## config.mk

```make
export PLATFORM = sky130hd
export DESIGN_NAME = spi_cmd_master
export DESIGN_NICKNAME = d
export VERILOG_FILES = /design/src/rtl/spi_cmd_master.sv
export SDC_FILE = /design/constraint.sdc
export NUM_CORES = 1
export LEC_CHECK = 0
export ABC_AREA = 1
export BUFFER_PORTS_ARGS = -buffer_cell sky130_fd_sc_hd__clkbuf_2
export CAP_MARGIN = 20
export CORE_MARGIN = 3
export CORE_UTILIZATION = 45
export CTS_CLUSTER_DIAMETER = 200
export DETAILED_ROUTE_END_ITERATION = 12
export PLACE_DENSITY_LB_ADDON = 0.05
export SLEW_MARGIN = 0
export SYNTH_ARGS = -nofsm -noshare
export SYNTH_HDL_FRONTEND = slang
export SYNTH_SLANG_ARGS = --single-unit
export TNS_END_PERCENT = 10
```

## constraint.sdc

```tcl
create_clock -name clk -period 4.6 [get_ports clk]
set_input_delay 0.23 -clock clk [delete_from_list [all_inputs] [get_ports clk]]
set_output_delay 0.23 -clock clk [all_outputs]
set_load 0.01 [all_outputs]
```

## src/rtl/spi_cmd_master.sv

```systemverilog
// spi_cmd_master: SPI mode 0/3 command master sending opcode + address, then reading up to MAX_RX_BYTES bytes.
module spi_cmd_master #(
  parameter int CLK_DIV      = 1,
  parameter int MAX_RX_BYTES = 4,
  parameter bit CPOL         = 1'b0
) (
  input  logic                        clk,
  input  logic                        reset,
  input  logic                        start,
  input  logic [7:0]                  cmd,
  input  logic [23:0]                 addr,
  input  logic [1:0]                  addr_len,
  input  logic [3:0]                  rx_len,
  output logic                        busy,
  output logic                        done,
  output logic [8*MAX_RX_BYTES-1:0]   rx_data,
  output logic                        SPICLK,
  output logic                        SPIMOSI,
  input  logic                        SPIMISO,
  output logic                        chip_select
);
  localparam int RW   = 8 * MAX_RX_BYTES;
  localparam int NMAX = 8 * (4 + MAX_RX_BYTES);
  localparam int BW   = $clog2(NMAX + 1);
  localparam int EW   = BW + 1;
  typedef enum logic [2:0] {IDLE, CS_SETUP, SHIFT, CS_HOLD, DONE} state_t;
  state_t          state, state_nx;
  logic [7:0]      div_cnt;
  logic [EW-1:0]   edge_cnt;
  logic [BW-1:0]   bit_cnt, n_bits, rx_from, n_cap;
  logic [31:0]     tx_sr;
  logic [3:0]      rx_cl;
  logic            tick, toggle;
  always_comb begin
    rx_cl  = (rx_len > 4'(MAX_RX_BYTES)) ? 4'(MAX_RX_BYTES) : rx_len;
    n_cap  = BW'({4'(rx_cl) + 4'(addr_len) + 4'd1, 3'b000});
    tick   = div_cnt == 8'(CLK_DIV - 1);
    // every SPICLK half-period is one toggle; SHIFT holds 2N of them, the last one restoring CPOL
    toggle = tick && (state == CS_SETUP || (state == SHIFT && edge_cnt != {n_bits, 1'b0}));
    busy   = state == CS_SETUP || state == SHIFT || state == CS_HOLD;
    done   = state == DONE;
    state_nx = state;
    case (state)
      IDLE:     state_nx = start ? CS_SETUP : IDLE;
      CS_SETUP: state_nx = tick ? SHIFT : CS_SETUP;
      SHIFT:    state_nx = (tick && edge_cnt == {n_bits, 1'b0}) ? CS_HOLD : SHIFT;
      CS_HOLD:  state_nx = tick ? DONE : CS_HOLD;
      DONE:     state_nx = IDLE;
      default:  state_nx = IDLE;
    endcase
  end
  always_ff @(posedge clk or negedge reset) begin
    if (!reset) state <= IDLE;
    else state <= state_nx;
  end
  always_ff @(posedge clk or negedge reset) begin
    if (!reset) begin
      div_cnt     <= 8'd0;
      edge_cnt    <= '0;
      bit_cnt     <= '0;
      n_bits      <= '0;
      rx_from     <= '0;
      tx_sr       <= 32'd0;
      rx_data     <= '0;
      SPICLK      <= CPOL;
      SPIMOSI     <= 1'b0;
      chip_select <= 1'b1;
    end else begin
      chip_select <= !(state_nx == CS_SETUP || state_nx == SHIFT || state_nx == CS_HOLD);
      div_cnt     <= (busy && !tick) ? div_cnt + 8'd1 : 8'd0;
      if (state == IDLE && start) begin
        n_bits   <= n_cap;
        rx_from  <= BW'({3'(addr_len) + 3'd1, 3'b000});
        tx_sr    <= {cmd, addr << {2'd3 - addr_len, 3'b000}};
        rx_data  <= '0;
        SPIMOSI  <= cmd[7];
        edge_cnt <= '0;
        bit_cnt  <= '0;
      end else if (toggle) begin
        SPICLK   <= !SPICLK;
        edge_cnt <= edge_cnt + EW'(1);
        if (!SPICLK) begin
          bit_cnt <= bit_cnt + BW'(1);
          tx_sr   <= {tx_sr[30:0], 1'b0};
          if (bit_cnt >= rx_from) rx_data <= {rx_data[RW-2:0], SPIMISO};
        end else begin
          SPIMOSI <= tx_sr[31];
        end
      end else if (state == DONE) begin
        SPIMOSI <= 1'b0;
      end
    end
  end
endmodule

```

# Word level (Yosys, flattened, before mapping)
# Cells that the tools add are included.
# totals
reg_bits	100
latch_bits	0
ram_bits	0
romBits	0
in_bits	42
output_inout_bits	37
elab_cells	78
n_memories	0
# op_classes
addsub	7
multipliers	0
n_div	0
magnitude_cmp	2
eq_ne	11
n_shift	1
muxes	23
bitwise_logic	1
reduce_logical	22
# ops
op	n
$mux W32	7
$mux W8	3
$shl A24 B5 Y24	1
$mux W7	3
$add A8 B1 Y8 const B	2
$eq A3 B2 Y1 const B	4
$pmux W3 S4	1
$eq A8 B8 Y1	1
$logic_not A8 Y1	1
$ne A8 B8 Y1	1
$add A7 B1 Y7 const B	1
$ge A7 B6 Y1	1
$eq A3 B1 Y1 const B	2
$mux W1	6
$reduce_and A2 Y1	3
$logic_and A1 B1 Y1	5
$logic_or A1 B1 Y1	5
$add A4 B1 Y4 const B	1
$add A4 B2 Y4	1
$gt A4 B3 Y1 const B	1
$mux W4	1
$reduce_bool A2 Y1	2
$add A2 B1 Y3 const B	1
$eq A3 B3 Y1 const B	1
other kinds (10)	12

# Logic depth before layout (Yosys ltp)
# Gate-level depths: netlist of the first run.
# logic_depth
depth_word	8
ltp_mapped	12
mapped_depth_nobuf	12

# Worst setup path after synthesis of the first run
# No wires, ideal clock.
# synth_path
kind	input -> register
start	in addr_len[0]
end	reg n_bits[5]
setup_ns	0.083
arrival_ns	1.639
required_ns	4.517
setup_slack_ns	2.878
path_stages	8
path_buffers	2
path_cell_list	buf_2 clkinv_1 clkbuf_1 ha_1 inv_1 fa_1 xor2_1 o21ai_0
# synth_between
elab_chain_len	2
# synth_rtl
element	line_no	source
from (decl)	12	input logic [1:0] addr_len,
$add A4 B2 Y4	36	n_cap = BW'({4'(rx_cl) + 4'(addr_len) + 4'd1, 3'b000});
$add A4 B1 Y4	36	
to (signal assigned)	72	n_bits <= n_cap;
to (decl)	30	logic [BW-1:0] bit_cnt, n_bits, rx_from, n_cap;
# No other way between the ends.
# A chain may end at the register's enable or synchronous reset.

# Worst setup path in the final report of the first run
# layout_path
start	reg div_cnt[0]
end	reg bit_cnt[2]
# layout_between
elab_chain_len	4
# layout_rtl
element	line_no	source
from (decl)	28	logic [7:0] div_cnt;
from (signal assigned)	70	div_cnt <= (busy && !tick) ? div_cnt + 8'd1 : 8'd0;
$logic_not A8 Y1	37	tick = div_cnt == 8'(CLK_DIV - 1);
$logic_and A1 B1 Y1	39	toggle = tick && (state == CS_SETUP || (state == SHIFT && edge_cnt != {n_bits, 1'b0}));
$reduce_bool A2 Y1 (no line)	n/a	
$reduce_and A2 Y1 (no line)	n/a	
to (signal assigned)	83	bit_cnt <= bit_cnt + BW'(1);
to (decl)	30	
# No other way between the ends.

==> metrics.txt, run 1 <==
sequential-to-total area share from yosys stat=48.2%; net count after synthesis=690; Sequential Area=around 0.0025 mm^2; Seq pwr share=51.1%; placeable core region=0.0111 mm^2; reg2reg end=bit_cnt[2]$_DFFE_PN0P_; pin slew with the least headroom to its limit=0.812 ns; shortest clock period the worst path allows after layout=2.30 ns; Die Y=113 um; count of pins on the block boundary=79; Tcrit/Tclk final=50.1%; hold buffers post-CTS=0; worst setup path category=register to register; # port buffers=78; clock transition at the registers of the reported paths=0.07 ns; fin cells=839; post-synthesis cell type with the largest combined area=sky130_fd_sc_hd__dfrtp_1; die area=0.0129 mm^2; initial antenna violation count=0; first-pass detailed-route iteration total=5; area of the mapped netlist=0.00520 mm^2; fraction of final layout cells with drive strength greater than 1=17.3%; total number of H-tree levels=3; highest clock rate=about 430 MHz; worst endpoint required time=4.83 ns; Post-Route Setup TNS=0 ns; combined area of the multi-input logic cells=0.00228 mm^2; flops & latches, synth=100; Net Sw Frac=22.1%; effective utilization at floorplan=46.9%; Worst Hold Class=input pin to async pin; CTS buffer count=9; CP startpoint kind=register; Max Cap Violations=0; Power Internal=1.35 mW; overall die width=between 100 and 150 um; number of antenna-violating nets in the routed design=0; vias=4363; leakage power=3.06 nW; Clock Skews=0.00822 ns; Final Hold Viols=41; Final Hold Slack=-0.0405 ns; remaining global-route overflow=0; maximum resistive drop on vdd=0.202 mV; source of the worst register-to-register timing path=div_cnt[0]$_DFF_PN0_; Resized cells post-CTS=0; half-perimeter wire length after placement=7690 um; total count of max-transition violations in the final report=0; final routed DRC violation total=0; row count=38; status=complete, but fails checks; insertion delay of the later-clocked pin in the worst-skew pair=0.35 ns; GRT Total Usage=19.4%; Worst Path Arrival=around 2.5 ns; combinational share of power=4.5%; vias in the first global route=4173; diode count=0; number of different library cells in the post-synthesis netlist=38; total power after layout=1.73 mW; nets=about 750; Synth Warn #=0; cell area power density=between 200 and 300 mW/mm^2; violated checks=hold timing; depth of the worst register-to-register path=9; clock network fraction of design power=44.3%; reg2reg setup slack=2.30 ns; setup violators final=0; post-synth top area share=between 40% and 50%; clk root buf=sky130_fd_sc_hd__clkbuf_16; fill cell instance count of the final layout=1070; post-synthesis average cell area=about 8 um^2; initial drt markers=between 200 and 250; maximum number of pins on one net before global-route repair=64; placed cell count=823; RSZ-0062 raised after global routing=no; Rel. slew slack=45.9%; Worst Setup End Kind=register; Clock Tree Buf Depth=2; top post-synthesis cells by area=sky130_fd_sc_hd__dfrtp_1 48%, sky130_fd_sc_hd__nand2_1 15%, sky130_fd_sc_hd__nand4_1 4.8%; biggest fanout along the worst timing path=53; postcts setup bufs=0; sink count of the clock tree=100; vias per std cell=between 5 and 6; routability congestion estimate=0.779; gate count of the mapped netlist=approximately 640; TritonCTS clock tree=yes; wire length of the first global-routing pass=20100 um; Routed Wire Length=approximately 12000 um; area delta synth->final=13.3%; WL/cell=13.9 um; switching component of the power=0.383 mW
-- per-stage QoR --
step,util (%),worst slack [ns],cell area [um^2],hold WS (ns)
global route,53.2,2.07,5890,0.0283
floorplan,-,2.88,5200,-0.0656
detailed placement,50.4,2.23,5590,0.379
finish,53.2,2.30,5890,-0.0405
global placement,50.4,2.29,5590,0.379
CTS,53.2,2.27,5890,0.00155
-- synthesized netlist by cell type, drive strengths merged --
library cell  number
a21boi             1
ha                12
a22oi             15
clkinv             2
o31ai              2
inv               51
clkbuf            13
o21ai             42
nand4             40
a211o              1
a31oi              6
nor3               9
nor2              29
buf               21
a21oi              6
xor2               6
xnor2              3
or2                1
fa                 1
o211ai             3
dfrtp             99
and3               1
dfstp              1
nor3b              1
nand2            220
o22ai              1
nand3             48
-- placed cells by master (no fill, tap or decap), types with 5 or more instances in the layout --
cell type                   synthesis  layout
sky130_fd_sc_hd__a21oi_1            6       6
sky130_fd_sc_hd__a22oi_1           15      15
sky130_fd_sc_hd__a31oi_1            6       6
sky130_fd_sc_hd__buf_4              0       5
sky130_fd_sc_hd__clkbuf_16          0       9
sky130_fd_sc_hd__clkbuf_2           0      77
sky130_fd_sc_hd__dfrtp_1           99      99
sky130_fd_sc_hd__ha_1              12      12
sky130_fd_sc_hd__inv_1             45      45
sky130_fd_sc_hd__inv_2              6       6
sky130_fd_sc_hd__nand2_1          212     212
sky130_fd_sc_hd__nand3_1           45      45
sky130_fd_sc_hd__nand4_1           40      40
sky130_fd_sc_hd__nor2_1            25      25
sky130_fd_sc_hd__nor3_1             8       8
sky130_fd_sc_hd__o21ai_0           19      19
sky130_fd_sc_hd__o21ai_1           23      23
sky130_fd_sc_hd__xor2_1             6       6
-- metal layers --
metal	GRT usage [%]	wire length, um
met1	27.9	5900
met2	29.3	5210
met3	4.35	375
met5	0	0
met4	5.85	169
-- worst max-delay path by stage --
stage | start | to | depth (start not counted)
after global routing | div_cnt[0]$_DFF_PN0_ | bit_cnt[6]$_DFFE_PN0P_ | 10
after floorplan | addr_len[0] | n_bits[5]$_DFFE_PN0N_ | 8
final | div_cnt[0]$_DFF_PN0_ | bit_cnt[2]$_DFFE_PN0P_ | 9
after CTS | div_cnt[0]$_DFF_PN0_ | bit_cnt[6]$_DFFE_PN0P_ | 10
after detailed placement | addr_len[0] | n_bits[4]$_DFFE_PN0N_ | 7
after global placement | addr_len[0] | n_bits[4]$_DFFE_PN0N_ | 7
-- critical path, cell delays in order (launching register included) --
cell and delay, ns:
sky130_fd_sc_hd__dfrtp_1 0.40, sky130_fd_sc_hd__inv_1 0.09, sky130_fd_sc_hd__ha_1 0.14, sky130_fd_sc_hd__nand2_1 0.05, sky130_fd_sc_hd__nor2_1 0.16, sky130_fd_sc_hd__nand3_1 0.28, sky130_fd_sc_hd__nand2_4 0.55, sky130_fd_sc_hd__nand2_2 0.23
sky130_fd_sc_hd__nand2_1 0.20, sky130_fd_sc_hd__o21ai_1 0.08
-- area by class of cell --
class | count | share of cell area, %
Clock buffer | 11 | 4.12
Clock inverter | 5 | 1.02
Inverter | 53 | 3.38
Multi-Input combinational cell | 448 | 38.8
Sequential cell | 100 | 42.5
Tap cell | 140 | 2.97
Timing Repair Buffer | 82 | 7.18
-- sequential cells by signal, summed over array words and instances, names as in the netlist --
signal,cells
state,3
SPIMOSI,1
tx_sr,32
SPICLK,1
div_cnt,8
rx_from,3
edge_cnt,8
chip_select,1
n_bits,4
bit_cnt,7
rx_data,32
-- power groups by stage --
stage	combinational (mW)	clock [mW]	sequential [mW]
finish	0.0786	0.767	0.884
global route	0.0923	0.832	0.884
CTS	0.0807	0.794	0.884
detailed placement	0.0803	0	0.901
global placement	0.0798	0	0.901
floorplan	0.0294	0	0.902
-- cells by family after synthesis --
kind of cell / count (synthesis) / share of synthesized area [%]
and+or+nand+nor: 349 / 30.5
DFF: 100 / 48.2
buffers and inverters: 87 / 7.85
AOI/OAI and AO/OA: 77 / 8.67
adders and majority gates: 13 / 3.27
xor gates and xnor gates: 9 / 1.52
No activity file was read; power rests on OpenSTA's default activity.
==> run 2, diff against run 1 <==
--- a/config.mk
+++ b/config.mk
@@ -5,7 +5,7 @@
 export SDC_FILE = /design/constraint.sdc
 export NUM_CORES = 1
 export LEC_CHECK = 0
-export ABC_AREA = 1
+export ABC_AREA = 0
 export BUFFER_PORTS_ARGS = -buffer_cell sky130_fd_sc_hd__clkbuf_2
 export CAP_MARGIN = 20
 export CORE_MARGIN = 3
==> constraint.sdc (replaced) <==
create_clock -name clk -period 2.1 [get_ports clk]
set_input_delay 0.105 -clock clk [delete_from_list [all_inputs] [get_ports clk]]
set_output_delay 0.105 -clock clk [all_outputs]
set_load 0.01 [all_outputs]
==> run 2 against run 1 <==
Against the previous run: the run ends with setup timing left; largest cell class unchanged; clock skew is 0.0028 ns higher; critical endpoint is now bit_cnt[5]$_DFFE_PN0P_; total power grew to 4.5 times the previous value; synthesized cell count decreased by 34%; largest power group is now combinational cells.
==> metrics.txt, run 2 <==
worst endpoint required time=2.41 ns (-2.42 ns); sink count of the clock tree=100 (unchanged); final routed DRC violation total=0 (unchanged); Worst Setup End Kind=register; flops & latches, synth=100 (unchanged); combined area of the multi-input logic cells=0.00208 mm^2 (-9.1%); TritonCTS clock tree=yes; Seq pwr share=35.7% (-15 points); remaining global-route overflow=0 (unchanged); top post-synthesis cells by area=sky130_fd_sc_hd__dfrtp_1 53%, sky130_fd_sc_hd__a22o_1 7.5%, sky130_fd_sc_hd__a221o_1 4.9%; most common cell after layout, fill and taps aside=sky130_fd_sc_hd__dfrtp_1; Die Y=108 um (-4.7%); Worst Hold Class=input pin to register; die area=0.0117 mm^2 (-9.2%); reg2reg setup slack=-0.03 ns (-2.32 ns); commonest cells after routing, fill and taps aside=99 x sky130_fd_sc_hd__dfrtp_1, 77 x sky130_fd_sc_hd__clkbuf_2, 40 x sky130_fd_sc_hd__a22o_1, 36 x sky130_fd_sc_hd__nor2_1, 29 x sky130_fd_sc_hd__buf_4; pin slew with the least headroom to its limit=0.592 ns (-0.219 ns); Worst Path Arrival=2.43 ns (-0.11 ns); vias per std cell=5.50 (+5.9%); Net Sw Frac=38.2% (+16 points); insertion delay of the later-clocked pin in the worst-skew pair=0.37 ns (+0.02 ns); vias in the first global route=3699 (-11%); Post-Route Setup TNS=-0.0645 ns (-0.0645 ns); Clock Skews=0.0110 ns (+0.00279 ns); chain of cells forming the critical path=inv_1 -> ha_1 -> nor4b_4 -> nand4_1 -> buf_4 -> a211o_4 -> or4_4 -> a21oi_2; WL/cell=15.9 um (+15%); routability congestion estimate=0.793 (+1.9%); worst setup path category=register to register; gate count of the mapped netlist=416 (-34%); fill cell instance count of the final layout=872 (-19%); instance area after placement=0.00545 mm^2 (-2.4%); most used standard cells in the synthesized netlist=99 x sky130_fd_sc_hd__dfrtp_1, 40 x sky130_fd_sc_hd__a22o_1, 37 x sky130_fd_sc_hd__nor2_1, 23 x sky130_fd_sc_hd__a221o_1, 21 x sky130_fd_sc_hd__nand2_1; initial antenna violation count=0 (unchanged); Sequential Area=0.00250 mm^2 (unchanged); Synth Warn #=0 (unchanged); status=complete, but fails checks; design area=0.00587 mm^2 (-0.38%); initial drt markers=166 (-33%); area of the mapped netlist=0.00469 mm^2 (-9.8%); Final Hold Slack=0.0199 ns (+0.0604 ns); clk root buf=sky130_fd_sc_hd__clkbuf_8; Buf/Inv on CP=2 (+1); half-perimeter wire length after placement=7280 um (-5.4%); count of pins on the block boundary=79 (unchanged); violated checks=setup timing; row count=36 (-5.3%); overall die width=108 um (-4.7%); RSZ-0062 raised after global routing=yes; number of different library cells in the post-synthesis netlist=43 (+13%); CTS buffer count=9 (unchanged); sequential-to-total area share from yosys stat=53.4% (+5.2 points); maximum number of pins on one net before global-route repair=60 (-6.3%); cell family contributing the most delay on the critical path=simple AND/OR/NAND/NOR gates; net count after synthesis=471 (-32%); first-pass detailed-route iteration total=5 (unchanged); Clock Tree Buf Depth=2 (unchanged); clock transition at the registers of the reported paths=0.10 ns (+0.03 ns); effective utilization at floorplan=47.1% (+0.20 points); fraction of final layout cells with drive strength greater than 1=30.6% (+13 points); leakage power=2.96 nW (-3.3%); Max Cap Violations=0 (unchanged); area delta synth->final=25.1%; diode count=0 (unchanged); total number of H-tree levels=3 (unchanged); post-synth top area share=52.8% (+5.2 points); wire length of the first global-routing pass=17900 um (-11%); Rel. slew slack=60.4% (+14 points); number of antenna-violating nets in the routed design=0 (unchanged); Final Hold Viols=0 (-100%); # port buffers=78 (unchanged); Routed Wire Length=10500 um (-9.6%); largest registers ranked by flip-flop count=rx_data: 32 flops, tx_sr: 32 flops; Critical-path top delay cell=sky130_fd_sc_hd__or4_4; clock network fraction of design power=15.3% (-29 points); shortest clock period the worst path allows after layout=2.13 ns (-0.179 ns); placeable core region=0.00995 mm^2 (-10%); GRT Total Usage=19.3% (-0.033 points); post-synthesis cell type with the largest combined area=sky130_fd_sc_hd__dfrtp_1; switching component of the power=2.99 mW (+680%); highest cell delay on the worst timing path=0.52 ns (-0.03 ns); cell area power density=1330 mW/mm^2 (+350%); Tcrit/Tclk final=101% (+51 points); most instantiated library cell after synthesis=sky130_fd_sc_hd__dfrtp_1; post-synthesis average cell area=11.3 um^2 (+38%); async set or reset register ratio after synthesis=100% (unchanged); highest clock rate=470 MHz (+8.4%); maximum resistive drop on vdd=0.603 mV (+200%); Power Internal=4.83 mW (+260%); vias=3644 (-16%); CP startpoint kind=register; biggest fanout along the worst timing path=5 (-91%); total count of max-transition violations in the final report=0 (unchanged); setup violators final=6 (+6); combinational share of power=49.0% (+45 points); most instantiated flip-flop cell in the synthesis netlist=sky130_fd_sc_hd__dfrtp_1; Post-synth EDFFs=0 (unchanged); post-layout worst setup margin=-0.0258 ns (-2.32 ns); nets=579 (-23%)
run 2: cell types whose count changed in the layout (fill, tap and decap cells not counted), sizes merged, moves of 23 or more:
cell	change
a221o	+23
buf	+35
a22o	+40
o21ai	-29
nand2	-199
nand4	-38
nand3	-34
inv	-34
run 2: worst register-to-register path: stages, from the launching register on:
cell and delay (ns):
sky130_fd_sc_hd__dfrtp_1 0.39, sky130_fd_sc_hd__inv_1 0.06, sky130_fd_sc_hd__ha_1 0.14, sky130_fd_sc_hd__nor4b_4 0.19, sky130_fd_sc_hd__nand4_1 0.18, sky130_fd_sc_hd__buf_4 0.18
sky130_fd_sc_hd__a211o_4 0.29, sky130_fd_sc_hd__or4_4 0.52, sky130_fd_sc_hd__a21oi_2 0.12
run 2: final timing paths:
check / start / end / cells past startpoint
worst max-delay path: div_cnt[0]$_DFF_PN0_ / bit_cnt[5]$_DFFE_PN0P_ / 8
worst min-delay path: cmd[1] / tx_sr[25]$_DFFE_PN0P_ / 3
worst max register to register: div_cnt[0]$_DFF_PN0_ / bit_cnt[5]$_DFFE_PN0P_ / 8
worst min register to register: tx_sr[25]$_DFFE_PN0P_ / tx_sr[25]$_DFFE_PN0P_ / 1
max in group asynchronous: reset / chip_select$_DFF_PN1_ / 3
min in group asynchronous: reset / rx_data[31]$_DFFE_PN0P_ / 2
run 2: area by class of cell:
cell class,instances,area share (%)
well taps,133,2.84
clock inverters,6,0.939
repair buffers,124,14.8
inverters,15,0.960
flip-flops and latches,100,42.7
multi-input cells,274,35.4
clock buffers,10,2.35
run 2: cell families (layout without fill, tap and decap cells):
group	after synthesis	after routing	synth area share [%]
fa+ha+maj	13	13	3.63
flops	100	100	53.4
xor+xnor	14	14	2.61
buf+inv	42	155	4.00
compound gates	117	117	20.1
mux	22	22	4.99
simple gates	108	108	11.3
run 2: power by group through the flow:
stage	Sequential [mW]	Combinational [mW]	Clock (mW)
global placement	2.81	3.30	0
CTS	2.78	3.78	1.24
detailed placement	2.81	3.38	0
floorplan	2.79	2.15	0
global route	2.85	4.23	1.32
finish	2.79	3.83	1.19
run 2: stage by stage:
step | util (%) | instances | power [mW] | setup WS (ns)
after global placement | 54.8 | 632 | 6.11 | -0.0306
after global routing | 58.9 | 662 | 8.39 | -0.135
after detailed placement | 54.8 | 632 | 6.19 | -0.149
after floorplan | - | 416 | 4.93 | -0.00757
after CTS | 58.5 | 661 | 7.80 | -0.0743
final | 58.9 | 662 | 7.81 | -0.0258
run 2: what timing repair did:
| item | 4_1_cts | 5_1_grt |
|---|---|---|
| setup buffers | 5 | 1 |
| pin swaps | 22 | 15 |
| hold buffers | 7 | 0 |
| resized for setup | 11 | 10 |
| hold endpoints to repair | 47 | 0 |
| endpoints found under the setup margin | 32 | 75 |
| cloned | 1 | 0 |
run 2: per-layer routing:
layer / vias to the layer above / track usage (%) / routed length [um]
met4: 0 / 7.39 / 180
met1: 1784 / 27.6 / 5070
li1: 1756 / - / -
met2: 90 / 29.8 / 4830
met5: - / 0 / 0
met3: 14 / 3.10 / 462
